--- config.mk ---
export PLATFORM = sky130hd
export DESIGN_NAME = noc_resp_arbiter
export DESIGN_NICKNAME = d
export VERILOG_FILES = /design/src/rtl/noc_pkg.sv /design/src/rtl/noc_rr_pick.sv /design/src/rtl/noc_resp_arbiter.sv
export SDC_FILE = /design/constraint.sdc
export NUM_CORES = 1
export LEC_CHECK = 0
export CAP_MARGIN = 20
export CORE_UTILIZATION = 42
export DETAILED_ROUTE_END_ITERATION = 16
export GPL_ROUTABILITY_DRIVEN = 0
export PLACE_DENSITY = 0.89
export REMOVE_ABC_BUFFERS = 1
export SETUP_SLACK_MARGIN = 0.5
export SKIP_CTS_REPAIR_TIMING = 1
export SYNTH_ARGS = -nofsm -noshare
export SYNTH_HDL_FRONTEND = slang
export SYNTH_HIERARCHICAL = 1
export SYNTH_SLANG_ARGS = --single-unit
--- constraint.sdc ---
create_clock -name clk -period 2 [get_ports clk]
set_input_delay 0.4 -clock clk [delete_from_list [all_inputs] [get_ports clk]]
set_output_delay 0.4 -clock clk [all_outputs]
set_load 0.01 [all_outputs]
--- src/rtl/noc_pkg.sv ---
// Shared NoC definitions: arbiter FSM state encoding, packet length limit and
// the requester index assignment on the return byte channel.
package noc_pkg;

    typedef enum logic [1:0] {
        ST_IDLE  = 2'd0,
        ST_SEND  = 2'd1,
        ST_GAP   = 2'd2,
        ST_DRAIN = 2'd3
    } noc_arb_state_t;

    localparam int NOC_MAX_PKT_BYTES = 20;

    localparam int NOC_REQ_RD_RESP = 0;
    localparam int NOC_REQ_WR_RESP = 1;
    localparam int NOC_REQ_MSG     = 2;

endpackage

--- src/rtl/noc_rr_pick.sv ---
// Combinational round-robin picker: first set request bit at or after
// (last_winner + 1) mod NUM_REQ.
module noc_rr_pick #(
    parameter int NUM_REQ = 3,
    parameter int IDX_W   = (NUM_REQ > 1) ? $clog2(NUM_REQ) : 1
) (
    input  logic [NUM_REQ-1:0] req,
    input  logic [IDX_W-1:0]   last_winner,
    output logic [IDX_W-1:0]   winner,
    output logic               any_req
);

    logic [IDX_W-1:0] idx;

    assign any_req = |req;

    // Walk from the farthest candidate back to the nearest so the nearest set bit wins.
    always_comb begin
        winner = last_winner;
        idx    = '0;
        for (int i = NUM_REQ; i >= 1; i--) begin
            idx = IDX_W'((int'(last_winner) + i) % NUM_REQ);
            if (req[idx]) begin
                winner = idx;
            end
        end
    end

endmodule

--- src/rtl/noc_resp_arbiter.sv ---
// Packet round-robin arbiter for the NoC return byte channel with a registered
// output stage. Optional overlong-packet watchdog: NOC_ARB_WATCHDOG_EN.
module noc_resp_arbiter
    import noc_pkg::*;
#(
    parameter int NUM_REQ       = 3,
    parameter int MAX_PKT_BYTES = NOC_MAX_PKT_BYTES,
    parameter int IDX_W         = (NUM_REQ > 1) ? $clog2(NUM_REQ) : 1
) (
    input  logic                 clk,
    input  logic                 rst_n,
    input  logic [NUM_REQ-1:0]   req_valid,
    input  logic [8*NUM_REQ-1:0] req_data,
    input  logic [NUM_REQ-1:0]   req_last,
    output logic [NUM_REQ-1:0]   req_ready,
    input  logic                 tx_ready,
    output logic                 tx_valid,
    output logic [7:0]           CMD_WRITE,
    output logic                 ALE_WRITE,
    output logic [IDX_W-1:0]     grant_id,
    output logic                 err_overlong,
    output noc_arb_state_t       dbg_state
);

    // Handshakes: a byte moves when valid & ready are both high at a rising edge;
    // valid may not depend on ready, and a presented byte is held until taken.
    noc_arb_state_t   state, state_d;
    logic [IDX_W-1:0] last_winner, pick_id;
    logic             any_req, first_byte, accept, out_free;
    logic             g_valid, g_last;
    logic [7:0]       g_data;
    logic [NUM_REQ-1:0] grant_sel;

    noc_rr_pick #(.NUM_REQ(NUM_REQ), .IDX_W(IDX_W)) u_pick (
        .req         (req_valid),
        .last_winner (last_winner),
        .winner      (pick_id),
        .any_req     (any_req)
    );

    assign out_free  = ~tx_valid | tx_ready;
    assign grant_sel = {{(NUM_REQ-1){1'b0}}, 1'b1} << grant_id;
    assign dbg_state = state;

    always_comb begin
        g_valid = 1'b0;
        g_last  = 1'b0;
        g_data  = '0;
        for (int i = 0; i < NUM_REQ; i++) begin
            if (grant_id == IDX_W'(i)) begin
                g_valid = req_valid[i];
                g_last  = req_last[i];
                g_data  = req_data[8*i +: 8];
            end
        end
    end

`ifdef NOC_ARB_WATCHDOG_EN
    localparam int CNT_W = $clog2(MAX_PKT_BYTES + 1);
    logic [CNT_W-1:0] byte_cnt;
    logic             trunc, err_q;
`endif

    always_comb begin
        state_d   = state;
        req_ready = '0;
        accept    = 1'b0;
`ifdef NOC_ARB_WATCHDOG_EN
        trunc     = 1'b0;
`endif
        case (state)
            ST_IDLE: begin
                if (any_req) state_d = ST_SEND;
            end
            ST_SEND: begin
                accept    = g_valid & out_free;
                req_ready = grant_sel & {NUM_REQ{accept}};
                if (accept && g_last) begin
                    state_d = ST_GAP;
                end
`ifdef NOC_ARB_WATCHDOG_EN
                else if (accept && byte_cnt == CNT_W'(MAX_PKT_BYTES - 1)) begin
                    state_d = ST_DRAIN;
                    trunc   = 1'b1;
                end
`endif
            end
            ST_GAP: state_d = ST_IDLE;
`ifdef NOC_ARB_WATCHDOG_EN
            // Swallow the rest of the overlong packet without touching the link.
            ST_DRAIN: begin
                req_ready = grant_sel & {NUM_REQ{g_valid}};
                if (g_valid && g_last) state_d = ST_GAP;
            end
`endif
            default: state_d = ST_IDLE;
        endcase
    end

    always_ff @(posedge clk or negedge rst_n) begin
        if (!rst_n) begin
            state       <= ST_IDLE;
            grant_id    <= '0;
            last_winner <= IDX_W'(NUM_REQ - 1);
            first_byte  <= 1'b0;
            tx_valid    <= 1'b0;
            CMD_WRITE   <= 8'h00;
            ALE_WRITE   <= 1'b0;
        end else begin
            state <= state_d;
            if (state == ST_IDLE && any_req) begin
                grant_id   <= pick_id;
                first_byte <= 1'b1;
            end
            if (state == ST_GAP) last_winner <= grant_id;
            if (accept) begin
                tx_valid   <= 1'b1;
                CMD_WRITE  <= g_data;
                ALE_WRITE  <= first_byte;
                first_byte <= 1'b0;
            end else if (tx_valid && tx_ready) begin
                tx_valid  <= 1'b0;
                ALE_WRITE <= 1'b0;
            end
        end
    end

`ifdef NOC_ARB_WATCHDOG_EN
    always_ff @(posedge clk or negedge rst_n) begin
        if (!rst_n) begin
            byte_cnt <= '0;
            err_q    <= 1'b0;
        end else begin
            err_q <= trunc;
            if (state == ST_GAP) byte_cnt <= '0;
            else if (accept)     byte_cnt <= byte_cnt + 1'b1;
        end
    end
    assign err_overlong = err_q;
`else
    // Watchdog compiled out: never truncates, so this is constant 0.
    assign err_overlong = (MAX_PKT_BYTES < 0);
`endif

endmodule

# ---- Word level (Yosys, flattened, before mapping)
# Cells that the tools add are included.
dict set report word_totals {
  register_bits 17
  output_inout_bits 18
  elab_cells 64
}
dict set report classes {
  add_sub_neg 3
  n_div 3
  n_lt_le_gt_ge 3
  eq_ne 6
  shift 1
  muxes 28
  n_bitwise 4
  n_reduce_logical 9
}
# cell n
set op_table {}
lappend op_table {{modulo 32 x 3 -> 32 bit (second input constant)} 3}
lappend op_table {{2-to-1 mux 8 bit} 3}
lappend op_table {{2-to-1 mux 1 bit} 15}
lappend op_table {{2-to-1 mux 2 bit} 5}
lappend op_table {{< comparator 2 x 3 -> 1 bit (second input constant)} 3}
lappend op_table {{adder 2 x 2 -> 3 bit (second input constant)} 2}
lappend op_table {{binary-select mux 1 bit (select 2 bit)} 3}
lappend op_table {{equality test 2 x 1 -> 1 bit (second input constant)} 2}
lappend op_table {{equality test 2 bit (second input constant)} 2}
lappend op_table {{zero test 2 bit} 2}
lappend op_table {{inequality test 2 bit (second input constant)} 2}
lappend op_table {{one-hot mux 2 bit (2 select lines)} 1}
lappend op_table {{nonzero test 2 bit} 2}
lappend op_table {{adder 2 x 1 -> 3 bit (second input constant)} 1}
lappend op_table {{bitwise AND 3 bit} 1}
lappend op_table {{logical AND 1 bit} 3}
lappend op_table {{2-to-1 mux 3 bit} 1}
lappend op_table {{OR reduction 3 bit} 1}
lappend op_table {{left shift 1 x 2 -> 3 bit (first input constant)} 1}
lappend op_table {{AND reduction 2 bit} 1}
lappend op_table {{bitwise AND 1 bit} 1}
lappend op_table {{inverter 1 bit} 1}
lappend op_table {{OR 1 bit} 1}

# ---- Logic depth before layout (Yosys ltp)
# Gate-level depths: netlist (run 1).
dict set report depth {
  ltp_word 8
  depth_mapped 7
  mapped_depth_nobuf 7
}

# ---- Modules after synthesis
# Netlist (run 1), hierarchy kept.
# mod instances cells_each area_each_um2
set modules_own_cells {}
lappend modules_own_cells {noc_resp_arbiter 1 90 984.7}
lappend modules_own_cells {noc_rr_pick 1 28 176.4}

# ---- Worst setup path after synthesis (run 1)
# No wires, ideal clock.
dict set report synth_timing {
  path_kind {reg-to-output}
  startpoint {register grant_id[1]}
  endpoint {output req_ready[2]}
  arrival_ns 1.521
  required_time_ns 1.600
  setup_slack_ns 0.079
  stages_incl_launch_ff 7
  n_path_buf 2
  cell_sequence {dfrtp_1 > buf_6 > mux2i_1 > o21ai_2 > nand3_4 > buf_6 > nor3b_1}
}
dict set report synth_between {
  elab_chain_cells 7
}
# item line_no
set synth_rtl {}
lappend synth_rtl {{from (decl)} noc_resp_arbiter.sv:20} ;# output logic [IDX_W-1:0] grant_id,
lappend synth_rtl {{from (signal assigned)} noc_resp_arbiter.sv:112} ;# grant_id <= pick_id;
lappend synth_rtl {{zero test 2 bit} noc_resp_arbiter.sv:50} ;# if (grant_id == IDX_W'(i)) begin
lappend synth_rtl {{2-to-1 mux 1 bit (3 in a row)} noc_resp_arbiter.sv:50}
lappend synth_rtl {{bitwise AND 1 bit} noc_resp_arbiter.sv:76} ;# accept = g_valid & out_free;
lappend synth_rtl {{bitwise AND 3 bit (*)} noc_resp_arbiter.sv:77} ;# req_ready = grant_sel & {NUM_REQ{accept}};
lappend synth_rtl {{2-to-1 mux 3 bit (*)} noc_resp_arbiter.sv:71} ;# case (state)
lappend synth_rtl {{to (decl)} noc_resp_arbiter.sv:15} ;# output logic [NUM_REQ-1:0] req_ready,
# Every way passes the cells marked *; elsewhere a longest branch is shown, timed or not.

# ---- Final worst setup path (run 1)
# Same ends and word-level chain as after synthesis.

==> out/metrics.cfg, run 1 <==
[synthesis]
synthAdderAreaFrac = 0.0323
synth-compound-area-share = 0.131
ys_seq_area_frac = 0.367
ys_types = 40
synth_edf_count = 0
synthFlopType = dfrtp_1
synth-xor-area-share = 0
synth_warnings = 6
synth-seq-cells = 17
synth_mux_area_frac = 0.219
synthCells = 118
synthArstFlopShare = 1.00
synthesis.area_mm2 = 0.00116
synth_top_family_by_area = multiplexers
synth_area_per_cell_um2 = 9.84
synth_simple_gate_area_share = 0.193

[grt]
antenna_found_initial = 0
overflow = 0
track_usage = 0.218
grt_pass1_wl_um = 4590
grt_max_degree = 18
grt_pass1_vias = 1083

[worst_setup_path]
max_stage_delay_ps = 440
crit_path_start_kind = flip-flop
required_ps = 1600
crit_path_max_fanout = 4
crit_chain = mux2i_1, o21ai_2, nand3_4, nor3b_2, buf_2
slowest_stage = dfrtp_2
cp.arrival_ps = 1570
worstSetupPathType = flip-flop to primary output
end_kind = primary output

[cts]
root_buffer = clkbuf_4
cts_sinks = 17
insertion_delay_ps = 300
ctsHtreeMaxLevel = 1
clk_pin_slew_worst_paths_ps = 110
cts_max_path_buffers = 2
cts_buffers = 3
cts_tree = yes

[layout]
syn_to_final_growth_pct = 69.8
drive_gt1_frac = 0.332
antenna_cells = 0
stdcell_area_mm2 = 0.00197
n_fill_cell = 152
finalNetCount = 224

[sta]
finalCriticalPeriod_ps = 1970
finClkSkew_ps = 1.65
hold_ws_ps = 433
post-route-period-util = 0.987
rsz0062_at_grt = true
slew_violations = 0
finalSetupViolCount = 0
max_freq_ghz = 0.506
finalHoldViolCount = 0

[floorplanning]
pin_count = 51
dieHeight_um = 54.6
core_mm2 = 0.00254
rows = 18
initial_core_util = 0.456
die_area_mm2 = 0.00298
die_x_um = 54.6

[routing]
dr.pass1.iters = 4
drt_first_iter_violations = 18
wl_per_cell_um = 17.0
wl_um = 3690
antenna_left = 0
num_vias = 1197
drc = 0
viasPerCell = 5.52

[pwr]
power.density_mw_per_mm2 = 1380
total_power_mw = 2.72
leakage_nw = 0.997
ir_worst_vdd_v = 0.000877

[outcome]
status = finished, final reports clean

[placement]
port_buffers = 49
dp_hpwl_um = 2350
placed_area_mm2 = 0.00174

[job]
cap_violations = 0

[worst_hold_path]
hold_path.class = primary input to async pin

-- worst paths after layout --
kind	from	to	slack, ps	cells after the start
max	grant_id[1]	req_ready[2]	30	5
min	rst_n	CMD_WRITE[4]	430	2
max reg2reg	last_winner[1]	grant_id[1]	380	6
min reg2reg	CMD_WRITE[5]	CMD_WRITE[5]	520	1
max in group asynchronous	rst_n	last_winner[1]	1310	2
min in group clk	CMD_WRITE[5]	CMD_WRITE[5]	520	1
-- Yosys cell counts, types with 2 or more instances --
cell       instances  area, um2
a2bb2oi_1          2       17.5
buf_2              2       10.0
buf_6              2       22.5
dfrtp_1           16        400
ha_1               3       37.5
inv_1              5       18.8
mux2_2             7       78.8
mux2_4             5       75.1
mux2i_1           10        100
nand2_1           15       56.3
nand2b_1           4       25.0
nand4_1            2       12.5
nor2_1             3       11.3
nor2b_1            3       18.8
nor3_1             2       10.0
nor3b_1            2       15.0
o21ai_0           11       55.1
o21ai_1            2       10.0
-- worst max-delay path: cells and delay by family, from the launching register on --
| kind | cells | cell delay [ps] |
|---|---|---|
| flops | 1 | 440 |
| simple gates | 2 | 330 |
| compound gates | 1 | 210 |
| buf+inv | 1 | 160 |
| mux | 1 | 130 |
-- registers in the layout, indices dropped and copies added (netlist names) --
| signal | flops |
|---|---|
| CMD_WRITE | 8 |
| dbg_state | 2 |
| first_byte | 1 |
| ALE_WRITE | 1 |
| tx_valid | 1 |
| grant_id | 2 |
| last_winner | 2 |
-- layout make-up --
type | instances | area, um2 | area share
inverter | 5 | 18.8 | 0.00952
multi-input combinational | 90 | 762 | 0.386
sequential | 17 | 429 | 0.218
clock buffer | 4 | 26.3 | 0.0133
timing repair buffer | 71 | 698 | 0.354
tap | 30 | 37.5 | 0.0190
-- report_power, final --
part | leakage (nW) | switching [mW] | internal (mW)
clock | 0.0150 | 0.120 | 0.0777
combinational | 0.778 | 0.814 | 1.07
sequential | 0.204 | 0.127 | 0.517
total | 0.997 | 1.06 | 1.66
-- cells in the final DEF (no fill, tap or decap), types with 3 or more instances in the layout --
cell,n
buf_2,3
dlymetal6s2s_1,15
o21ai_1,6
nor2_1,3
clkbuf_4,3
clkdlybuf4s50_1,29
mux2_2,3
buf_4,19
mux2i_1,10
inv_1,3
o21ai_0,7
nand2_1,15
mux2_4,9
dfrtp_1,14
-- layer usage --
| layer | share of wire | wire (um) | GRT usage |
|---|---|---|---|
| met5 | 0 | 0 | 0 |
| met4 | 0.020 | 72 | 0.0940 |
| met3 | 0.056 | 206 | 0.0278 |
| met2 | 0.53 | 1960 | 0.392 |
| met1 | 0.39 | 1450 | 0.254 |
-- logic make-up (layout without fill, tap and decap cells) --
| family | count (synthesis) | after routing |
|---|---|---|
| AND/OR/NAND/NOR | 40 | 40 |
| flip-flops | 17 | 17 |
| other | 1 | 1 |
| buffers and inverters | 11 | 80 |
| adder cells (fa/ha/maj) | 3 | 3 |
| AO/OA/AOI/OAI | 24 | 24 |
| multiplexers | 22 | 22 |
-- per-stage QoR --
stage                     worst slack [ps]  instances  setup TNS [ps]  utilization
after global routing                 -29.8        217           -51.2        0.775
after global placement                -408        203           -1140        0.682
after detailed placement              -479        203           -1290        0.682
after CTS                             -479        207           -1290        0.692
final                                 25.2        217               0        0.775
after floorplan                       -140        112            -332            -
Note: power is estimated with default switching activity, not from simulation.
==> run 2, diff against run 1 <==
Settings changed: CTS_CLUSTER_DIAMETER set to 80.
==> results of run 2 <==
Same layout as run 1: the final DEF is identical, and so are final timing and power.
